File: src/rtl/color_bounce_pkg.sv
// Shared geometry, colours and state encoding for the colour-bounce frame drawer.
// Screen is 160 columns wide; ball and platforms are fixed-size rectangles.
package color_bounce_pkg;

  localparam int SCREEN_W   = 160;
  localparam int BALL_SIZE  = 4;
  localparam int BALL_Y     = 58;
  localparam int PLAT_Y0    = 40;
  localparam int PLAT_PITCH = 10;
  localparam int PLAT_W     = 8;
  localparam int NUM_PLATS  = 4;

  localparam logic [2:0] BLACK = 3'b000;

  typedef enum logic [2:0] {
    IDLE,
    ERASE_BALL,
    ERASE_PLATS,
    DRAW_PLATS,
    DRAW_BALL,
    DONE
  } state_e;

  function automatic logic [6:0] plat_row(input logic [1:0] k);
    return 7'(PLAT_Y0 + PLAT_PITCH * int'(k));
  endfunction

endpackage

File: src/rtl/frame_drawer_if.sv
// Request/pixel bundle between the game updater, the drawer and the VGA adapter.
// master issues draw requests; slave is the frame drawer.
interface frame_drawer_if;
  logic        start;
  logic [7:0]  prev_ball;
  logic [7:0]  curr_ball;
  logic [2:0]  color_ball;
  logic [31:0] position_plats;
  logic [11:0] color_plats;
  logic [7:0]  x;
  logic [6:0]  y;
  logic [2:0]  colour;
  logic        plot;
  logic        busy;
  logic        done;

  modport master (
    output start, prev_ball, curr_ball, color_ball,
    output position_plats, color_plats,
    input  x, y, colour, plot, busy, done
  );

  modport slave (
    input  start, prev_ball, curr_ball, color_ball,
    input  position_plats, color_plats,
    output x, y, colour, plot, busy, done
  );
endinterface

File: src/rtl/rect_scanner.sv
// Row-major dx/dy walker over a (w_max+1) x (h_max+1) rectangle.
// Wraps to 0,0 after the last cell, which doubles as the reload for the next shape.
module rect_scanner (
  input  logic       clk,
  input  logic       rst,
  input  logic       clr,
  input  logic       en,
  input  logic [2:0] w_max,
  input  logic [1:0] h_max,
  output logic [2:0] dx,
  output logic [1:0] dy,
  output logic       last
);

  logic [2:0] dx_q, dx_d;
  logic [1:0] dy_q, dy_d;

  assign dx   = dx_q;
  assign dy   = dy_q;
  assign last = (dx_q == w_max) && (dy_q == h_max);

  always_comb begin
    dx_d = dx_q;
    dy_d = dy_q;
    if (clr) begin
      dx_d = '0;
      dy_d = '0;
    end else if (en) begin
      if (dx_q == w_max) begin
        dx_d = '0;
        dy_d = last ? 2'd0 : dy_q + 2'd1;
      end else begin
        dx_d = dx_q + 3'd1;
      end
    end
  end

  always_ff @(posedge clk or posedge rst) begin
    if (rst) begin
      dx_q <= '0;
      dy_q <= '0;
    end else begin
      dx_q <= dx_d;
      dy_q <= dy_d;
    end
  end

endmodule

File: src/rtl/frame_drawer.sv
// Per-frame pixel sequencer: erase old ball and platforms, draw new ones.
// Pixel outputs are registered one cycle behind the scan state.
module frame_drawer
  import color_bounce_pkg::*;
(
  input  logic           clk,
  input  logic           reset,
  frame_drawer_if.slave  bus
);

  state_e           state_q, state_d;
  logic [7:0]       prev_q, prev_d;
  logic [7:0]       curr_q, curr_d;
  logic [2:0]       cball_q, cball_d;
  logic [3:0][7:0]  pos_q, pos_d;
  logic [3:0][2:0]  pcol_q, pcol_d;
  logic [3:0][7:0]  old_q, old_d;
  logic             valid_q, valid_d;
  logic [7:0]       x_q, x_d;
  logic [6:0]       y_q, y_d;
  logic [2:0]       colour_q, colour_d;
  logic             plot_q, plot_d;
  logic             busy_q, busy_d;
  logic             done_q, done_d;

  logic       scan_clr, scan_en, scan_last;
  logic [2:0] w_max, dx;
  logic [1:0] h_max, dy;
  logic [7:0] base;
  logic [6:0] row;
  logic [2:0] pcol;
  logic       vis;
  logic [8:0] col9;

  rect_scanner u_scan (
    .clk   (clk),
    .rst   (reset),
    .clr   (scan_clr),
    .en    (scan_en),
    .w_max (w_max),
    .h_max (h_max),
    .dx    (dx),
    .dy    (dy),
    .last  (scan_last)
  );

  assign bus.x      = x_q;
  assign bus.y      = y_q;
  assign bus.colour = colour_q;
  assign bus.plot   = plot_q;
  assign bus.busy   = busy_q;
  assign bus.done   = done_q;

  always_comb begin
    state_d  = state_q;
    prev_d   = prev_q;
    curr_d   = curr_q;
    cball_d  = cball_q;
    pos_d    = pos_q;
    pcol_d   = pcol_q;
    old_d    = old_q;
    valid_d  = valid_q;
    x_d      = x_q;
    y_d      = y_q;
    colour_d = BLACK;
    plot_d   = 1'b0;
    busy_d   = (state_q != IDLE);
    done_d   = (state_q == DONE);
    scan_clr = 1'b0;
    scan_en  = 1'b0;
    w_max    = 3'(BALL_SIZE - 1);
    h_max    = 2'(BALL_SIZE - 1);
    base     = '0;
    row      = '0;
    pcol     = BLACK;
    vis      = 1'b0;

    unique case (state_q)
      IDLE: begin
        scan_clr = 1'b1;
        if (bus.start) begin
          state_d = ERASE_BALL;
          prev_d  = bus.prev_ball;
          curr_d  = bus.curr_ball;
          cball_d = bus.color_ball;
          pos_d   = bus.position_plats;
          pcol_d  = bus.color_plats;
        end
      end
      ERASE_BALL: begin
        scan_en = 1'b1;
        base    = prev_q;
        row     = 7'(BALL_Y) + 7'(dy);
        vis     = 1'b1;
        if (scan_last) state_d = ERASE_PLATS;
      end
      ERASE_PLATS: begin
        scan_en = 1'b1;
        w_max   = 3'(PLAT_W - 1);
        h_max   = 2'(NUM_PLATS - 1);
        base    = old_q[dy];
        row     = plat_row(dy);
        vis     = valid_q;
        if (scan_last) state_d = DRAW_PLATS;
      end
      DRAW_PLATS: begin
        scan_en = 1'b1;
        w_max   = 3'(PLAT_W - 1);
        h_max   = 2'(NUM_PLATS - 1);
        base    = pos_q[dy];
        row     = plat_row(dy);
        pcol    = pcol_q[dy];
        vis     = 1'b1;
        if (scan_last) state_d = DRAW_BALL;
      end
      DRAW_BALL: begin
        scan_en = 1'b1;
        base    = curr_q;
        row     = 7'(BALL_Y) + 7'(dy);
        pcol    = cball_q;
        vis     = 1'b1;
        if (scan_last) begin
          state_d = DONE;
          old_d   = pos_q;
          valid_d = 1'b1;
        end
      end
      DONE: begin
        scan_clr = 1'b1;
        state_d  = IDLE;
      end
      default: state_d = IDLE;
    endcase

    // Clip at the right edge rather than wrapping into column 0.
    col9 = {1'b0, base} + {6'b0, dx};
    if (scan_en) begin
      x_d = col9[7:0];
      y_d = row;
      if (vis && (col9 < 9'(SCREEN_W))) begin
        plot_d   = 1'b1;
        colour_d = pcol;
      end
    end
  end

  always_ff @(posedge clk or posedge reset) begin
    if (reset) begin
      state_q  <= IDLE;
      prev_q   <= '0;
      curr_q   <= '0;
      cball_q  <= '0;
      pos_q    <= '0;
      pcol_q   <= '0;
      old_q    <= '0;
      valid_q  <= 1'b0;
      x_q      <= '0;
      y_q      <= '0;
      colour_q <= '0;
      plot_q   <= 1'b0;
      busy_q   <= 1'b0;
      done_q   <= 1'b0;
    end else begin
      state_q  <= state_d;
      prev_q   <= prev_d;
      curr_q   <= curr_d;
      cball_q  <= cball_d;
      pos_q    <= pos_d;
      pcol_q   <= pcol_d;
      old_q    <= old_d;
      valid_q  <= valid_d;
      x_q      <= x_d;
      y_q      <= y_d;
      colour_q <= colour_d;
      plot_q   <= plot_d;
      busy_q   <= busy_d;
      done_q   <= done_d;
    end
  end

endmodule
File: src/flat_wrapper.sv
// flat-port wrapper written by rule: the top's interface ports become plain ports
module frame_drawer_flat import color_bounce_pkg::*;
  (clk, reset, bus_start, bus_prev_ball, bus_curr_ball, bus_color_ball, bus_position_plats, bus_color_plats, bus_x, bus_y, bus_colour, bus_plot, bus_busy, bus_done);
  frame_drawer_if bus_i ();
  input  logic clk;
  input  logic reset;
  input wire logic [$bits(bus_i.start)-1:0] bus_start;
  input wire logic [$bits(bus_i.prev_ball)-1:0] bus_prev_ball;
  input wire logic [$bits(bus_i.curr_ball)-1:0] bus_curr_ball;
  input wire logic [$bits(bus_i.color_ball)-1:0] bus_color_ball;
  input wire logic [$bits(bus_i.position_plats)-1:0] bus_position_plats;
  input wire logic [$bits(bus_i.color_plats)-1:0] bus_color_plats;
  output wire logic [$bits(bus_i.x)-1:0] bus_x;
  output wire logic [$bits(bus_i.y)-1:0] bus_y;
  output wire logic [$bits(bus_i.colour)-1:0] bus_colour;
  output wire logic [$bits(bus_i.plot)-1:0] bus_plot;
  output wire logic [$bits(bus_i.busy)-1:0] bus_busy;
  output wire logic [$bits(bus_i.done)-1:0] bus_done;
  assign bus_i.start = bus_start;
  assign bus_i.prev_ball = bus_prev_ball;
  assign bus_i.curr_ball = bus_curr_ball;
  assign bus_i.color_ball = bus_color_ball;
  assign bus_i.position_plats = bus_position_plats;
  assign bus_i.color_plats = bus_color_plats;
  assign bus_x = bus_i.x;
  assign bus_y = bus_i.y;
  assign bus_colour = bus_i.colour;
  assign bus_plot = bus_i.plot;
  assign bus_busy = bus_i.busy;
  assign bus_done = bus_i.done;
  frame_drawer u_core (.clk(clk), .reset(reset), .bus(bus_i));
endmodule
File: config.mk
export PLATFORM = sky130hd
export DESIGN_NAME = frame_drawer_flat
export DESIGN_NICKNAME = d
export VERILOG_FILES = /design/src/rtl/color_bounce_pkg.sv /design/src/rtl/frame_drawer_if.sv /design/src/rtl/rect_scanner.sv /design/src/rtl/frame_drawer.sv /design/src/flat_wrapper.sv
export SDC_FILE = /design/constraint.sdc
export NUM_CORES = 1
export LEC_CHECK = 0
export ABC_CLOCK_PERIOD_IN_PS = 5050
export CAP_MARGIN = 0
export CORE_ASPECT_RATIO = 1.1
export CORE_MARGIN = 4
export CORE_UTILIZATION = 54
export CTS_CLUSTER_SIZE = 14
export DETAILED_ROUTE_END_ITERATION = 8
export MAX_ROUTING_LAYER = met4
export PLACE_DENSITY = 0.75
export SETUP_SLACK_MARGIN = 0.05
export SLEW_MARGIN = 15
export SYNTH_ARGS = -nofsm -noshare
export SYNTH_HDL_FRONTEND = slang
export SYNTH_SLANG_ARGS = --single-unit
File: constraint.sdc
create_clock -name clk -period 5.05 [get_ports clk]
set_clock_uncertainty 0.15 [all_clocks]
set_input_delay 0.505 -clock clk [delete_from_list [all_inputs] [get_ports clk]]
set_output_delay 0.505 -clock clk [all_outputs]
set_load 0.005 [all_outputs]
==> report_table.html <==
<table>
<tr><th>Metric</th><th>Value</th></tr>
<tr><th colspan="2">Power and ir drop</th></tr>
<tr><td>Switching share of power</td><td>19.2%</td></tr>
<tr><td>Portion of total power attributed to combinational logic</td><td>3.2%</td></tr>
<tr><td>Part of the total power dissipated in the clock network</td><td>around 52%</td></tr>
<tr><td>Power per unit of standard cell area</td><td>between 300 and 400 mW/mm²</td></tr>
<tr><td>Net switching power figure</td><td>~430 µW</td></tr>
<tr><td>Internal power</td><td>roughly 1800 µW</td></tr>
<tr><td>Pleak</td><td>0.00341 µW</td></tr>
<tr><td>Peak VDD IR</td><td>207 µV</td></tr>
<tr><td>Flop pwr share</td><td>44.4%</td></tr>
<tr><th colspan="2">Floorplanning</th></tr>
<tr><td>Die extent in x</td><td>108 µm</td></tr>
<tr><td>Height of the die</td><td>between 100 and 150 µm</td></tr>
<tr><td>I/O pin cnt</td><td>87</td></tr>
<tr><td>Full die area</td><td>about 0.013 mm²</td></tr>
<tr><td>Total number of placement rows</td><td>39</td></tr>
<tr><td>Core area</td><td>between 0.01 and 0.015 mm²</td></tr>
<tr><td>Initial core utilization</td><td>a little under three fifths</td></tr>
<tr><th colspan="2">Setup path</th></tr>
<tr><td>Worst flop-to-flop path endpoint</td><td>u_core.bus.colour[0]$_DFF_PP0_</td></tr>
<tr><td>Largest delay share family, worst path</td><td>compound AO/OA/AOI/OAI gates</td></tr>
<tr><td>Source of the worst register-to-register timing path</td><td>u_core.state_q[2]$_DFFE_PP0P_</td></tr>
<tr><td>Slowest cell on crit path</td><td>nor2b_1</td></tr>
<tr><td>CP cell instances</td><td>nor2b_1 -&gt; a22oi_1 -&gt; o22ai_1 -&gt; ha_1 -&gt; inv_1 -&gt; fa_1 -&gt; inv_1 -&gt; a21oi_1 -&gt; o311ai_1 -&gt; nor4_1</td></tr>
<tr><td>Worst-case reg-to-reg path depth</td><td>10</td></tr>
<tr><td>Highest cell delay on the worst timing path</td><td>between 0.8 and 0.9 ns</td></tr>
<tr><td>Count of cell instances traversed by the critical path</td><td>10</td></tr>
<tr><td>WP buf/inv</td><td>2</td></tr>
<tr><td>Highest fanout seen on the critical path</td><td>37</td></tr>
<tr><td>Reg-to-reg slack, setup</td><td>1.20 ns</td></tr>
<tr><td>Worst Path Arrival</td><td>about 4.0 ns</td></tr>
<tr><td>Worst setup SP type</td><td>flip-flop</td></tr>
<tr><td>Launch point of the worst path</td><td>u_core.state_q[2]$_DFFE_PP0P_</td></tr>
<tr><td>Worst EP required</td><td>5.15 ns</td></tr>
<tr><td>Endpoint kind of the worst setup timing path</td><td>flip-flop</td></tr>
<tr><td>Most repeated library cell on the critical path</td><td>inv_1</td></tr>
<tr><td>Worst Path Class, Setup</td><td>flip-flop to flip-flop</td></tr>
<tr><td>Timing endpoint of the critical path</td><td>u_core.bus.colour[0]$_DFF_PP0_</td></tr>
<tr><th colspan="2">Place</th></tr>
<tr><td>I/O Buffers</td><td>86</td></tr>
<tr><td>Final HPWL from detailed placement</td><td>8.81 mm</td></tr>
<tr><td>Placement-stage worst setup slack</td><td>1.28 ns</td></tr>
<tr><td>Final GP Congestion</td><td>0.938</td></tr>
<tr><th colspan="2">Detailed routing</th></tr>
<tr><td>WL met3</td><td>slightly below 600 µm</td></tr>
<tr><td>Via count normalized by instance count</td><td>~5.7</td></tr>
<tr><td>Drt wl/cell</td><td>18.3 µm</td></tr>
<tr><td>Detail Route Antenna Nets</td><td>0</td></tr>
<tr><td>Max layer used</td><td>met4</td></tr>
<tr><td>Number of violations reported at the end of detailed-routing iteration 0</td><td>170</td></tr>
<tr><td>DRC violation count after routing</td><td>0</td></tr>
<tr><td>Detailed-routing iteration count for the pre-antenna-repair pass</td><td>4</td></tr>
<tr><td>Vias</td><td>3938</td></tr>
<tr><td>Met1 routed wirelength after detailed routing</td><td>~5.2 mm</td></tr>
<tr><td>Total met2 wirelength after detailed routing</td><td>6.44 mm</td></tr>
<tr><td>Total wire length</td><td>12.5 mm</td></tr>
<tr><th colspan="2">Clock network</th></tr>
<tr><td># resized after CTS</td><td>0</td></tr>
<tr><td>Root Buffer Master</td><td>clkbuf_16</td></tr>
<tr><td>Number of hold-repair buffers added at the cts stage</td><td>0</td></tr>
<tr><td>Clock Sinks</td><td>about 130</td></tr>
<tr><td>Clock latency at the later pin of the worst-skew pair</td><td>between 0.4 and 0.5 ns</td></tr>
<tr><td>Clock buffers created by TritonCTS</td><td>17</td></tr>
<tr><td>Maximum buffer depth of the clock tree</td><td>2</td></tr>
<tr><td>Clock transition at path regs</td><td>approximately 0.05 ns</td></tr>
<tr><td>Number of buffers added for setup after CTS</td><td>0</td></tr>
<tr><td>H-tree level count</td><td>4</td></tr>
<tr><td>Clock tree from TritonCTS</td><td>done</td></tr>
<tr><th colspan="2">Logic synthesis</th></tr>
<tr><td>Synth Net Count</td><td>521</td></tr>
<tr><td>Flop and latch count out of synthesis</td><td>~130</td></tr>
<tr><td>Synth Area in Adders</td><td>1.40%</td></tr>
<tr><td>Area of the mapped netlist</td><td>a little under 0.006 mm²</td></tr>
<tr><td>Yosys warning count</td><td>0</td></tr>
<tr><td>Post-synthesis compound-gate area fraction</td><td>7.94%</td></tr>
<tr><td>Share of synthesized cell area in and, or, nand and nor gates</td><td>~6.4%</td></tr>
<tr><td>Cells after synthesis</td><td>449</td></tr>
<tr><td>Fraction of synthesized cell area in xor and xnor cells</td><td>about 1.0%</td></tr>
<tr><td>Number of enable flip-flop cells after synthesis</td><td>0</td></tr>
<tr><td>Async S/R FF share, synth</td><td>100%</td></tr>
<tr><td>Dominant combinational cell family by area after synthesis</td><td>multiplexers</td></tr>
<tr><td>Post-Synthesis Mean Instance Area</td><td>around 13 µm²</td></tr>
<tr><td>Share of cell area taken by muxes after synthesis</td><td>between 20 and 30%</td></tr>
<tr><td>Most used flip-flop cell after synthesis</td><td>dfrtp_1</td></tr>
<tr><td>Share of synthesized area occupied by flip-flops and latches</td><td>53.0%</td></tr>
<tr><td>Count of distinct cell types in the synthesized netlist</td><td>52</td></tr>
<tr><th colspan="2">Layout</th></tr>
<tr><td>Number of filler instances in the final layout</td><td>roughly 760</td></tr>
<tr><td>Most common library cell in the layout ignoring fill and taps</td><td>dfrtp_1</td></tr>
<tr><td>Count of nets after finishing</td><td>between 600 and 700</td></tr>
<tr><td>Top library cells by usage in the layout, fill and taps aside</td><td>dfrtp_1 (125), mux2_2 (98), clkdlybuf4s50_1 (86)</td></tr>
<tr><td>Synth-to-Final Area Change</td><td>25.8%</td></tr>
<tr><td>Number of diodes</td><td>0</td></tr>
<tr><td>Share of final-layout standard cells stronger than drive strength 1</td><td>between 20% and 30%</td></tr>
<tr><th colspan="2">Global route</th></tr>
<tr><td>Antenna violations before repair</td><td>0</td></tr>
<tr><td>Maximum number of pins on one net before global-route repair</td><td>77</td></tr>
<tr><td>Via count of the first global-routing pass</td><td>between 4000 and 5000</td></tr>
<tr><td>Combined global-route utilization of all metal layers</td><td>22.0%</td></tr>
<tr><td>Grt total ovfl</td><td>0</td></tr>
<tr><td>Wire length of the first global-routing pass</td><td>approximately 21 mm</td></tr>
<tr><th colspan="2">Timing</th></tr>
<tr><td>Sum Neg Setup Slack</td><td>0 ns</td></tr>
<tr><td>Final Hold Slack</td><td>approximately 0.32 ns</td></tr>
<tr><td>Worst Tran Pin Value</td><td>roughly 1.0 ns</td></tr>
<tr><td>Fmax</td><td>260 MHz</td></tr>
<tr><td>Relative slew margins</td><td>30.9%</td></tr>
<tr><td>Worst setup slack after layout</td><td>~1.2 ns</td></tr>
<tr><td>Share of the clock period used by the worst path</td><td>between 70% and 80%</td></tr>
<tr><td>Number of max-slew violations in the final report</td><td>0</td></tr>
<tr><td>Unrepaired setup endpoints after global routing</td><td>no</td></tr>
<tr><td>Number of hold violations in the final report</td><td>0</td></tr>
<tr><td>Clock period minus worst slack</td><td>3.85 ns</td></tr>
<tr><td>Setup violators final</td><td>0</td></tr>
<tr><th colspan="2">Job</th></tr>
<tr><td>Max-cap violations</td><td>0</td></tr>
<tr><th colspan="2">Run status</th></tr>
<tr><td>Run status</td><td>finished clean</td></tr>
<tr><th colspan="2">Hold path</th></tr>
<tr><td>Path type of the worst min-delay path</td><td>flip-flop to flip-flop</td></tr>
</table>
-- cells by family (layout without fill, tap and decap cells) --
kind of cell             Yosys count  count (layout)
AND/OR/NAND/NOR                   71              71
AO/OA/AOI/OAI                     68              68
XOR/XNOR                           7               7
adder cells (fa/ha/maj)            6               6
flip-flops                       125             125
buffers and inverters             40             135
multiplexers                     132             132
-- cell usage after synthesis (4+ instances only) --
| library cell | number | share of area [%] |
|---|---|---|
| buf_2 | 13 | 1.1 |
| and2_1 | 4 | 0.42 |
| dfrtp_1 | 125 | 53 |
| a22oi_1 | 11 | 1.4 |
| mux2_2 | 98 | 19 |
| nor2b_1 | 4 | 0.42 |
| clkbuf_1 | 10 | 0.64 |
| ha_1 | 5 | 1.1 |
| nand2_1 | 20 | 1.3 |
| inv_1 | 10 | 0.64 |
| a32oi_1 | 4 | 0.59 |
| nor2_1 | 14 | 0.89 |
| mux4_2 | 11 | 4.2 |
| nand3b_1 | 8 | 1.0 |
| xnor2_1 | 5 | 0.74 |
| a21oi_1 | 18 | 1.5 |
| o21ai_0 | 11 | 0.93 |
| mux2i_1 | 22 | 3.7 |
| nand2b_1 | 4 | 0.42 |
| o22ai_1 | 5 | 0.53 |
-- area by class of cell --
class	count	area [µm²]	share of cell area (%)
clock inverters	6	82.6	1.11
clock buffers	26	499	6.72
repair buffers	93	913	12.3
well taps	143	179	2.41
flip-flops and latches	125	3130	42.1
multi-input cells	284	2590	34.8
inverters	10	40.0	0.539
-- flip-flops by register name, summed over array words and instances, names as in the netlist --
| signal | flops |
|---|---|
| u_core.old_q | 32 |
| u_core.pos_q | 32 |
| u_core.pcol_q | 12 |
| u_core.bus.x | 8 |
| u_core.curr_q | 8 |
| u_core.prev_q | 8 |
| u_core.bus.y | 7 |
| u_core.bus.colour | 3 |
| u_core.cball_q | 3 |
| u_core.state_q | 3 |
| u_core.u_scan.dx | 3 |
| u_core.u_scan.dy | 2 |
| u_core.bus.busy | 1 |
| u_core.bus.done | 1 |
| u_core.bus.plot | 1 |
| u_core.valid_q | 1 |
-- layer usage --
metal,track usage [%],up-vias
met5,-,-
met4,8.37,0
met3,4.99,27
met2,35.9,102
met1,26.5,1993
li1,-,1816
-- worst min-delay path by stage --
stage	startpoint	end	slack, ns	cells past startpoint
6_report	u_core.valid_q$_DFFE_PP0P_	u_core.valid_q$_DFFE_PP0P_	0.32	1
4_1_cts	u_core.valid_q$_DFFE_PP0P_	u_core.valid_q$_DFFE_PP0P_	0.32	1
3_5_place_dp	u_core.valid_q$_DFFE_PP0P_	u_core.valid_q$_DFFE_PP0P_	0.31	1
3_3_place_gp	u_core.valid_q$_DFFE_PP0P_	u_core.valid_q$_DFFE_PP0P_	0.31	1
5_1_grt	u_core.valid_q$_DFFE_PP0P_	u_core.valid_q$_DFFE_PP0P_	0.34	1
2_1_floorplan	u_core.valid_q$_DFFE_PP0P_	u_core.valid_q$_DFFE_PP0P_	0.29	1
-- worst reg2reg max path: stages (launching register included) --
cell	delay [ns]
dfrtp_1	0.76
nor2b_1	0.83
a22oi_1	0.18
o22ai_1	0.19
ha_1	0.21
inv_1	0.07
fa_1	0.39
inv_1	0.07
a21oi_1	0.13
o311ai_1	0.55
nor4_1	0.16
-- power by group through the flow --
stage	logic [µW]	registers, µW	clock network, µW
floorplan	15.3	1020	0
global placement	72.3	1020	0
detailed placement	73.8	1020	0
CTS	74.1	1000	1200
global route	78.6	1000	1250
finish	72.1	1000	1180
-- per-stage QoR --
step | utilization, % | power, µW | cell area (µm²) | std cells
after floorplan | - | 1040 | 5910 | 449
after global placement | 65.0 | 1090 | 6850 | 655
after detailed placement | 65.0 | 1090 | 6850 | 655
after CTS | 70.5 | 2280 | 7430 | 687
after global routing | 70.5 | 2330 | 7430 | 687
final | 70.5 | 2260 | 7430 | 687
No activity file was read; power rests on OpenSTA's default activity.
